$ cat src/rtl/hdmi_pkg.sv
// Shared HDMI/frame-buffer definitions: image geometry, default bus widths
// and the frame-buffer port ownership codes.
package hdmi_pkg;

    localparam int IMG_X      = 640;
    localparam int IMG_Y      = 480;
    localparam int FB_WORDS   = IMG_X * IMG_Y;
    localparam int DEF_ADDR_W = 19;
    localparam int DEF_DATA_W = 24;

    // Ownership codes double as the arbiter state encoding and the GRANT output
    typedef enum logic [1:0] {
        GNT_IDLE = 2'b00,
        GNT_RD   = 2'b01,
        GNT_WR   = 2'b10
    } GrantState;

endpackage

$ cat src/rtl/fb_port_arbiter_if.sv
// Requester-side bundle of the frame-buffer arbiter: display read channel
// plus the valid/ready image write channel.
interface fb_port_arbiter_if #(
    parameter int ADDR_W = hdmi_pkg::DEF_ADDR_W,
    parameter int DATA_W = hdmi_pkg::DEF_DATA_W
);

    logic              RD_REQ;
    logic [ADDR_W-1:0] RD_ADDR;
    logic [DATA_W-1:0] RD_DATA;
    logic              RD_VALID;
    logic              WR_VALID;
    logic [ADDR_W-1:0] WR_ADDR;
    logic [DATA_W-1:0] WR_DATA;
    logic              WR_READY;

    modport master (
        output RD_REQ, RD_ADDR, WR_VALID, WR_ADDR, WR_DATA,
        input  RD_DATA, RD_VALID, WR_READY
    );

    modport slave (
        input  RD_REQ, RD_ADDR, WR_VALID, WR_ADDR, WR_DATA,
        output RD_DATA, RD_VALID, WR_READY
    );

endinterface

$ cat src/rtl/fb_rd_pipe.sv
// Read-return path: a valid-tag delay line that follows each issued read
// through the RAM latency, then registers the returned word.
module fb_rd_pipe #(
    parameter int RD_LAT = 1,
    parameter int DATA_W = 24
) (
    input  logic              clk_i,
    input  logic              rst_ni,
    input  logic              issue_i,
    input  logic [DATA_W-1:0] memRdata_i,
    output logic [DATA_W-1:0] rdData_o,
    output logic              rdValid_o
);

    logic [RD_LAT:0]   tag_q;
    logic [RD_LAT:0]   tag_d;
    logic [DATA_W-1:0] rdData_q;
    logic              rdValid_q;

    // tag_q[0] marks the cycle the address is on the RAM, tag_q[RD_LAT] the data cycle
    assign tag_d = {tag_q[RD_LAT-1:0], issue_i};

    always_ff @(posedge clk_i or negedge rst_ni) begin
        if (!rst_ni) begin
            tag_q     <= '0;
            rdValid_q <= 1'b0;
            rdData_q  <= '0;
        end else begin
            tag_q     <= tag_d;
            rdValid_q <= tag_q[RD_LAT];
            if (tag_q[RD_LAT]) begin
                rdData_q <= memRdata_i;
            end
        end
    end

    assign rdData_o  = rdData_q;
    assign rdValid_o = rdValid_q;

endmodule

$ cat src/rtl/fb_port_arbiter.sv
// Single-port frame-buffer arbiter: display reads always win, the image
// writer gets the port in read-free cycles; adds starvation and frame write counters.
module fb_port_arbiter
    import hdmi_pkg::*;
#(
    parameter int ADDR_W       = DEF_ADDR_W,
    parameter int DATA_W       = DEF_DATA_W,
    parameter int RD_LAT       = 1,
    parameter int STARVE_LIMIT = 800,
    parameter int CNT_W        = 12
) (
    input  logic              CLK_PX,
    input  logic              RST_n,
    fb_port_arbiter_if.slave  bus,
    input  logic              FRAME_START,
    output logic [ADDR_W-1:0] MEM_ADDR,
    output logic [DATA_W-1:0] MEM_WDATA,
    output logic              MEM_WE,
    input  logic [DATA_W-1:0] MEM_RDATA,
    output logic [1:0]        GRANT,
    output logic              WR_STARVED,
    output logic [ADDR_W:0]   WR_COUNT
);

    localparam logic [CNT_W-1:0] STARVE_MAX   = '1;
    localparam logic [CNT_W-1:0] STARVE_LIM_C = CNT_W'(STARVE_LIMIT);
    localparam logic [ADDR_W:0]  WRCNT_MAX    = '1;

    GrantState         state_q, state_d;
    logic [ADDR_W-1:0] memAddr_q, memAddr_d;
    logic [DATA_W-1:0] memWdata_q, memWdata_d;
    logic              memWe_q;
    logic [CNT_W-1:0]  starveCnt_q, starveCnt_d;
    logic              starved_q, starved_d;
    logic [ADDR_W:0]   wrCount_q, wrCount_d;
    logic              wrHandshake;
    logic              wrBlocked;

    // Ready is a pure function of the read request so the writer can never deadlock on it
    assign bus.WR_READY = RST_n & ~bus.RD_REQ;
    assign wrHandshake  = bus.WR_VALID & bus.WR_READY;
    assign wrBlocked    = bus.WR_VALID & ~bus.WR_READY;

    always_ff @(posedge CLK_PX or negedge RST_n) begin
        if (!RST_n) begin
            state_q <= GNT_IDLE;
        end else begin
            state_q <= state_d;
        end
    end

    always_comb begin
        state_d = GNT_IDLE;
        if (bus.RD_REQ) begin
            state_d = GNT_RD;
        end else if (bus.WR_VALID) begin
            state_d = GNT_WR;
        end
    end

    always_comb begin
        GRANT = state_q;
    end

    // Idle cycles keep the last address/data on the RAM pins to avoid needless toggling
    always_comb begin
        memAddr_d  = memAddr_q;
        memWdata_d = memWdata_q;
        unique case (state_d)
            GNT_RD: memAddr_d = bus.RD_ADDR;
            GNT_WR: begin
                memAddr_d  = bus.WR_ADDR;
                memWdata_d = bus.WR_DATA;
            end
            default: ;
        endcase
    end

    always_ff @(posedge CLK_PX or negedge RST_n) begin
        if (!RST_n) begin
            memAddr_q  <= '0;
            memWdata_q <= '0;
            memWe_q    <= 1'b0;
        end else begin
            memAddr_q  <= memAddr_d;
            memWdata_q <= memWdata_d;
            memWe_q    <= (state_d == GNT_WR);
        end
    end

    always_comb begin
        starveCnt_d = '0;
        if (wrBlocked) begin
            starveCnt_d = (starveCnt_q == STARVE_MAX) ? starveCnt_q : starveCnt_q + 1'b1;
        end
        starved_d = (starveCnt_d >= STARVE_LIM_C);
    end

    // A frame start restarts the count, but a write landing in that same cycle still counts
    always_comb begin
        wrCount_d = wrCount_q;
        if (FRAME_START) begin
            wrCount_d = wrHandshake ? (ADDR_W+1)'(1) : '0;
        end else if (wrHandshake && (wrCount_q != WRCNT_MAX)) begin
            wrCount_d = wrCount_q + 1'b1;
        end
    end

    always_ff @(posedge CLK_PX or negedge RST_n) begin
        if (!RST_n) begin
            starveCnt_q <= '0;
            starved_q   <= 1'b0;
            wrCount_q   <= '0;
        end else begin
            starveCnt_q <= starveCnt_d;
            starved_q   <= starved_d;
            wrCount_q   <= wrCount_d;
        end
    end

    fb_rd_pipe #(
        .RD_LAT (RD_LAT),
        .DATA_W (DATA_W)
    ) u_rdPipe (
        .clk_i      (CLK_PX),
        .rst_ni     (RST_n),
        .issue_i    (state_d == GNT_RD),
        .memRdata_i (MEM_RDATA),
        .rdData_o   (bus.RD_DATA),
        .rdValid_o  (bus.RD_VALID)
    );

    assign MEM_ADDR   = memAddr_q;
    assign MEM_WDATA  = memWdata_q;
    assign MEM_WE     = memWe_q;
    assign WR_STARVED = starved_q;
    assign WR_COUNT   = wrCount_q;

endmodule

$ cat src/flat_wrapper.sv
// flat-port wrapper written by rule: the top's interface ports become plain ports
module fb_port_arbiter_flat import hdmi_pkg::*;
#(
    parameter int ADDR_W       = DEF_ADDR_W,
    parameter int DATA_W       = DEF_DATA_W,
    parameter int RD_LAT       = 1,
    parameter int STARVE_LIMIT = 800,
    parameter int CNT_W        = 12
)
  (CLK_PX, RST_n, FRAME_START, MEM_ADDR, MEM_WDATA, MEM_WE, MEM_RDATA, GRANT, WR_STARVED, WR_COUNT, bus_RD_REQ, bus_RD_ADDR, bus_WR_VALID, bus_WR_ADDR, bus_WR_DATA, bus_RD_DATA, bus_RD_VALID, bus_WR_READY);
  fb_port_arbiter_if #(.ADDR_W(ADDR_W), .DATA_W(DATA_W)) bus_i ();
  input  logic CLK_PX;
  input  logic RST_n;
  input  logic FRAME_START;
  output logic [ADDR_W-1:0] MEM_ADDR;
  output logic [DATA_W-1:0] MEM_WDATA;
  output logic MEM_WE;
  input  logic [DATA_W-1:0] MEM_RDATA;
  output logic [1:0] GRANT;
  output logic WR_STARVED;
  output logic [ADDR_W:0] WR_COUNT;
  input wire logic [$bits(bus_i.RD_REQ)-1:0] bus_RD_REQ;
  input wire logic [$bits(bus_i.RD_ADDR)-1:0] bus_RD_ADDR;
  input wire logic [$bits(bus_i.WR_VALID)-1:0] bus_WR_VALID;
  input wire logic [$bits(bus_i.WR_ADDR)-1:0] bus_WR_ADDR;
  input wire logic [$bits(bus_i.WR_DATA)-1:0] bus_WR_DATA;
  output wire logic [$bits(bus_i.RD_DATA)-1:0] bus_RD_DATA;
  output wire logic [$bits(bus_i.RD_VALID)-1:0] bus_RD_VALID;
  output wire logic [$bits(bus_i.WR_READY)-1:0] bus_WR_READY;
  assign bus_i.RD_REQ = bus_RD_REQ;
  assign bus_i.RD_ADDR = bus_RD_ADDR;
  assign bus_i.WR_VALID = bus_WR_VALID;
  assign bus_i.WR_ADDR = bus_WR_ADDR;
  assign bus_i.WR_DATA = bus_WR_DATA;
  assign bus_RD_DATA = bus_i.RD_DATA;
  assign bus_RD_VALID = bus_i.RD_VALID;
  assign bus_WR_READY = bus_i.WR_READY;
  fb_port_arbiter #(.ADDR_W(ADDR_W), .DATA_W(DATA_W), .RD_LAT(RD_LAT), .STARVE_LIMIT(STARVE_LIMIT), .CNT_W(CNT_W)) u_core (.CLK_PX(CLK_PX), .RST_n(RST_n), .bus(bus_i), .FRAME_START(FRAME_START), .MEM_ADDR(MEM_ADDR), .MEM_WDATA(MEM_WDATA), .MEM_WE(MEM_WE), .MEM_RDATA(MEM_RDATA), .GRANT(GRANT), .WR_STARVED(WR_STARVED), .WR_COUNT(WR_COUNT));
endmodule
$ cat config.mk
export PLATFORM = sky130hd
export DESIGN_NAME = fb_port_arbiter_flat
export DESIGN_NICKNAME = d
export VERILOG_FILES = /design/src/rtl/hdmi_pkg.sv /design/src/rtl/fb_port_arbiter_if.sv /design/src/rtl/fb_rd_pipe.sv /design/src/rtl/fb_port_arbiter.sv /design/src/flat_wrapper.sv
export SDC_FILE = /design/constraint.sdc
export NUM_CORES = 1
export LEC_CHECK = 0
export CAP_MARGIN = 20
export CORE_AREA = 2 2 140 142
export DETAILED_ROUTE_END_ITERATION = 6
export DIE_AREA = 0 0 142 144
export GPL_TIMING_DRIVEN = 0
export SETUP_SLACK_MARGIN = 0.5
export SYNTH_ARGS = -nofsm -noshare
export SYNTH_HDL_FRONTEND = slang
export SYNTH_SLANG_ARGS = --single-unit
export TNS_END_PERCENT = 10
$ cat constraint.sdc
create_clock -name CLK_PX -period 4.7 [get_ports CLK_PX]
set_input_delay 0.94 -clock CLK_PX [delete_from_list [all_inputs] [get_ports CLK_PX]]
set_output_delay 0.94 -clock CLK_PX [all_outputs]
set_load 0.02 [all_outputs]
==> reports/metrics.cfg, run 1 <==
[setup_path]
required_ns = 3.76
r2r-start = u_core.starveCnt_q[0]$_DFF_PN0_
slowest_stage = clkdlybuf4s50_1
critPathKind = in -> out
critical_path.startpoint = bus_RD_REQ
crit_fanout = 8
cp-start-kind = primary input
cp_data_arrival_time_ns = 2.45
cp-end-kind = primary output
crit_path_cell_trace = clkdlybuf4s50_1, nor2b_1, clkdlybuf4s50_1
cpPeakStageDelay_ns = 0.63
cpMostUsedCell = clkdlybuf4s50_1

[clocking]
htree_levels = 3
clock_latency_ns = 0.35
clk_pin_slew_ns = 0.07
cts_tree = done
clockBufferDepth = 2
cts_resized = 0
cts_setup_buffers = 0
cts_made_buffers = 9
root_buffer = clkbuf_16
postCtsHoldBufs = 0
cts.sinks = 105

[power]
p_seq_frac = 0.460
comb_power_share = 0.199
vdd_drop_max_mv = 0.155
p_clk_frac = 0.341
pwr_density_cell_nw_per_um2 = 308
power_uw = 2200
p_leak_uw = 0.00287
p_int_uw = 1600
switching_share = 0.273
p_sw_uw = 601

[global_route]
gr-usage-all-layers = 0.124
grt_pass1_vias = 3991
grt_first_pass_wirelength_um = 20300
grt_max_degree = 61
gr-total-overflow = 0
antenna_found_initial = 0

[placed_design]
placed_cell_area_um2 = 6830
io_buffers = 183
placed_cells = 816
place_congestion = 0.813
dp_hpwl_um = 9290

[logic_synthesis]
ys_warn_count = 0
synth-async-reset-ratio = 1.00
synth-main-ff-cell = dfrtp_1
synth_top_area_frac = 0.561
syn_avg_cell_area_um2 = 11.9
ys_seq_elements = 105
yosys.area.top_type = dfrtp_1
synthCells = 394
synth_edf_count = 0
syn_nets = 487
yosysMostFrequentCell = dfrtp_1
synth_cell_type_count = 48
ys_top_cells_by_area = dfrtp_1 (56%), mux2_1 (11%), mux2i_1 (4.9%)
netlist_area_um2 = 4680
synth_common_cells = dfrtp_1 (105), mux2_1 (45), nand2_1 (31)
yosysSeqAreaShare = 0.561

[finish]
fin_nets = 682
area_delta_synth_final_pct = 52.5
final-seq-area_um2 = 2630
drive_gt1_frac = 0.0640
multi_input_comb_area_um2 = 1930
final_cells = 832
diodes = 0
fin_util = 0.374
nFillCells = 1847
final_cell_area_um2 = 7130

[die]
design.core.area_um2 = 19100
die_w_um = 142
dieArea_um2 = 20400
start_util = 0.245
dieHeight_um = 144
rows = 51
io-pin-count = 184

[timing]
setup_viol = 0
slew_headroom = 0.416
final_hold_viol_count = 0
slew_violations = 0
fin_worst_skew_ns = 0.00714
grt_setup_unrepaired = no
tns_ns = 0
worst_pin_slew_ns = 0.869
fmax_mhz = 295
finalCriticalPeriod_ns = 3.39
timing.final.crit_share = 0.722

[detailed_routing]
viasPerCell = 4.56
dr.pass1.iters = 4
postRouteAntennaNets = 0
dr_total_vias = 3793
wire_per_inst_um = 14.8
drt_first_iter_violations = 168
drc_errors = 0
wirelength_um = 12300

[outcome]
status = finished clean

[flow_run]
maxCapViolCount = 0

[worst_hold_path]
min_from = u_core.u_rdPipe.tag_q[0]$_DFF_PN0_
hp-class = reg -> reg

## power groups by stage
stage / Combinational, uW / Sequential [uW] / Clock (uW)
2_1_floorplan: 88.3 / 1110 / 0
3_3_place_gp: 437 / 1030 / 0
3_5_place_dp: 446 / 1030 / 0
4_1_cts: 447 / 1010 / 785
5_1_grt: 472 / 1020 / 821
6_report: 438 / 1010 / 748
## cell type report
type	count	area share
buffer	24	0.0147
clock buffer	10	0.0335
clock inverter	6	0.00859
inverter	4	0.00210
multi-input combinational	261	0.271
sequential	105	0.368
tap	238	0.0417
timing repair buffer	184	0.260
## cells in the final DEF (no fill, tap or decap), drive strengths merged, types with 2 or more instances in the layout
| cell | synthesis | routed |
|---|---|---|
| a2111oi | 4 | 4 |
| a211oi | 3 | 3 |
| a21oi | 7 | 7 |
| a31oi | 2 | 2 |
| and2 | 3 | 3 |
| and3 | 6 | 6 |
| and4 | 4 | 4 |
| buf | 10 | 12 |
| clkbuf | 14 | 24 |
| clkdlybuf4s50 | 0 | 182 |
| clkinv | 0 | 2 |
| dfrtp | 105 | 105 |
| ha | 2 | 2 |
| inv | 4 | 7 |
| mux2 | 49 | 49 |
| mux2i | 23 | 23 |
| nand2 | 31 | 31 |
| nand3 | 8 | 8 |
| nand4 | 8 | 8 |
| nor2 | 25 | 25 |
| nor2b | 3 | 3 |
| nor3 | 7 | 7 |
| nor3b | 2 | 2 |
| nor4 | 6 | 6 |
| o211ai | 4 | 4 |
| o21ai | 28 | 28 |
| o311ai | 2 | 2 |
| o31ai | 3 | 3 |
| or3 | 4 | 4 |
| or4 | 3 | 3 |
| xnor2 | 13 | 13 |
| xor2 | 3 | 3 |
## metrics by stage
stage,hold WS (ns),setup slack (ns)
floorplan,0.331,2.46
global placement,0.339,-2.33
detailed placement,0.339,1.25
CTS,0.355,1.23
global route,0.358,1.20
finish,0.355,1.31
## layer usage
layer / share of wire / vias up / global-route usage
li1: - / 1805 / -
met1: 0.45 / 1843 / 0.160
met2: 0.48 / 133 / 0.205
met3: 0.053 / 12 / 0.0219
met4: 0.017 / 0 / 0.0537
met5: 0 / - / 0
## worst max-delay path: cells and delay by family
kind / cells / cell delay [ns]
buffers and inverters: 2 / 1.25
and+or+nand+nor: 1 / 0.26
## cell families (layout without fill, tap and decap cells)
logic type / count (synthesis) / after routing / share of synthesized area
AND/OR/NAND/NOR: 113 / 113 / 0.126
flip-flops: 105 / 105 / 0.561
multiplexers: 72 / 72 / 0.167
XOR/XNOR: 16 / 16 / 0.0299
adder cells (fa/ha/maj): 2 / 2 / 0.00535
buffers and inverters: 28 / 228 / 0.0257
AO/OA/AOI/OAI: 58 / 58 / 0.0840
## path summary, 6_finish.rpt
kind | endpoint | slack, ns | depth (start not counted)
setup / recovery | bus_WR_READY | 1.31 | 3
hold / removal | u_core.u_rdPipe.tag_q[1]$_DFF_PN0_ | 0.35 | 0
setup reg to reg | u_core.WR_STARVED$_DFF_PN0_ | 2.59 | 7
hold reg to reg | u_core.u_rdPipe.tag_q[1]$_DFF_PN0_ | 0.35 | 0
max in group asynchronous | u_core.MEM_WDATA[10]$_DFFE_PN0P_ | 3.36 | 2
min in group asynchronous | u_core.WR_COUNT[14]$_DFFE_PN0P_ | 0.61 | 1
## flip-flops by register name, indices dropped and copies added (netlist names), 2 cells and up
signal,cells
u_core.WR_COUNT,20
u_core.MEM_WDATA,24
u_core.u_rdPipe.tag_q,2
u_core.MEM_ADDR,19
u_core.u_rdPipe.rdData_o,24
u_core.starveCnt_q,12
Power figures use the tool's default switching activity.
==> run 2: changes to the inputs <==
==> constraint.sdc (replaced) <==
create_clock -name CLK_PX -period 3.5 [get_ports CLK_PX]
set_input_delay 0.7 -clock CLK_PX [delete_from_list [all_inputs] [get_ports CLK_PX]]
set_output_delay 0.7 -clock CLK_PX [all_outputs]
set_load 0.02 [all_outputs]
==> run 2 against run 1 <==
  * Utilization hardly changed
  * Sequential share of layout area hardly changed
  * Flip-flop and latch count stayed put
  * Clock skew hardly changed
  * Cell area hardly changed
  * Sequential power is 35% higher
  * Combinational power is 34% higher
  * Setup slack worse by 0.51 ns
  * Highest routed layer unchanged
==> reports/metrics.cfg, run 2 (synthesis results as in run 1) <==
[clocking]
postCtsHoldBufs = 0
cts_tree = done
cts_made_buffers = 9
clock_latency_ns = 0.35
root_buffer = clkbuf_16
cts.sinks = 105
htree_levels = 3
clockBufferDepth = 2
clk_pin_slew_ns = 0.07
cts_setup_buffers = 0

[timing]
setup_viol = 0
worst_pin_slew_ns = 0.867
final_hold_viol_count = 0
finalCriticalPeriod_ns = 2.70
grt_setup_unrepaired = no
timing.final.crit_share = 0.771
slew_headroom = 0.417
fin_worst_skew_ns = 0.00732
slew_violations = 0
fmax_mhz = 371

[finish]
layout_commonest_cell = clkdlybuf4s50_1
fin_nets = 682
drive_gt1_frac = 0.0640
final_cells = 832
layout_common_cells = clkdlybuf4s50_1 (181), dfrtp_1 (105), mux2_1 (45)
area_delta_synth_final_pct = 52.6
diodes = 0
nFillCells = 1846

[power]
p_seq_frac = 0.460
p_leak_uw = 0.00288
vdd_drop_max_mv = 0.209
switching_share = 0.274
p_clk_frac = 0.341
power_uw = 2950
p_int_uw = 2140
pwr_density_cell_nw_per_um2 = 414
p_sw_uw = 810
comb_power_share = 0.199

[detailed_routing]
drc_errors = 0
dr_total_vias = 3785
wirelength_um = 12300
wire_per_inst_um = 14.8
viasPerCell = 4.55
postRouteAntennaNets = 0
drt_first_iter_violations = 183
dr.pass1.iters = 4

[setup_path]
reg2reg_slack_ns = 1.41
endpoint = bus_WR_READY
r2r-start = u_core.starveCnt_q[0]$_DFF_PN0_
cp-end-kind = primary output
cp_data_arrival_time_ns = 2.00
required_ns = 2.80
slowest_stage = clkdlybuf4s50_1
timing.rr.end = u_core.WR_STARVED$_DFF_PN0_
critical_path.startpoint = RST_n
crit_cells = 3
cp-start-kind = primary input
crit_family = buffers and inverters
r2r_cells = 7
crit_fanout = 49
path_buf_inv = 2
critPathKind = in -> out
cpPeakStageDelay_ns = 0.63
crit_path_cell_trace = buf_6, nor2b_1, clkdlybuf4s50_1

[global_route]
gr-total-overflow = 0
grt_use_met3 = 0.0219
antenna_found_initial = 0
grt_pass1_vias = 3991
grt_max_degree = 61
grt_first_pass_wirelength_um = 20300
gr-max-usage-layer = met2
gr-usage-all-layers = 0.124
use_met2 = 0.205
met1_usage = 0.160

[placed_design]
place_congestion = 0.813
dp_hpwl_um = 9290
placed_cells = 816
io_buffers = 183

[die]
dieArea_um2 = 20400
dieHeight_um = 144
die_w_um = 142
start_util = 0.245
io-pin-count = 184
design.core.area_um2 = 19100
rows = 51

[worst_hold_path]
hp-class = in -> async

[outcome]
status = finished clean

[flow_run]
maxCapViolCount = 0

==> run 2: changes by cell type in the layout (fill, tap and decap cells not counted), sizes merged <==
cell,before,now
clkdlybuf4s50,182,181
dlymetal6s2s,0,1
==> run 2: power groups by stage <==
stage | logic (uW) | clock network, uW | registers (uW)
floorplan | 119 | 0 | 1490
global placement | 587 | 0 | 1380
detailed placement | 599 | 0 | 1380
CTS | 600 | 1050 | 1360
global route | 634 | 1100 | 1370
finish | 588 | 1010 | 1360
==> run 2: worst reg2reg max path: stages, from the launching register on <==
cell and delay [ns]:
dfrtp_1 0.43, ha_1 0.24, and2_1 0.16, clkbuf_1 0.17, a41oi_1 0.29, o2bb2ai_1 0.15
o311ai_0 0.16, a311o_1 0.39
==> run 2: how the worst min path moves through the flow <==
stage | from | endpoint
floorplan | u_core.u_rdPipe.tag_q[0]$_DFF_PN0_ | u_core.u_rdPipe.tag_q[1]$_DFF_PN0_
global placement | u_core.u_rdPipe.tag_q[0]$_DFF_PN0_ | u_core.u_rdPipe.tag_q[1]$_DFF_PN0_
detailed placement | u_core.u_rdPipe.tag_q[0]$_DFF_PN0_ | u_core.u_rdPipe.tag_q[1]$_DFF_PN0_
CTS | u_core.u_rdPipe.tag_q[0]$_DFF_PN0_ | u_core.u_rdPipe.tag_q[1]$_DFF_PN0_
global route | RST_n | u_core.WR_COUNT[14]$_DFFE_PN0P_
finish | RST_n | u_core.WR_COUNT[14]$_DFFE_PN0P_
==> run 2: what timing repair did <==
item | 4_1_cts | 5_1_grt
endpoints found under the hold margin | 0 | 0
endpoints found under the setup margin | 0 | 1
resized for setup | 0 | 2
==> run 2: layer usage <==
layer	wire length (um)	vias to the layer above
met5	0	-
met4	206	0
li1	-	1805
met2	5900	132
met1	5560	1836
met3	641	12
==> run 2: stage by stage <==
step	setup TNS [ns]	hold WS (ns)	utilization	worst slack [ns]	cell area, um2
2_1_floorplan	0	0.331	-	1.50	4680
3_3_place_gp	-342.94	0.339	0.357	-3.05	6810
3_5_place_dp	0	0.339	0.358	0.526	6830
4_1_cts	0	0.355	0.374	0.509	7130
5_1_grt	0	0.300	0.374	0.681	7140
6_report	0	0.266	0.374	0.801	7140
==> run 2: layout make-up <==
class	instances	area [um2]	share of cell area
clock buffer	10	239	0.0335
timing repair buffer	184	1860	0.261
multi-input combinational	261	1930	0.271
tap	238	298	0.0417
sequential	105	2630	0.368
inverter	4	15.0	0.00210
buffer	24	105	0.0147
clock inverter	6	61.3	0.00859
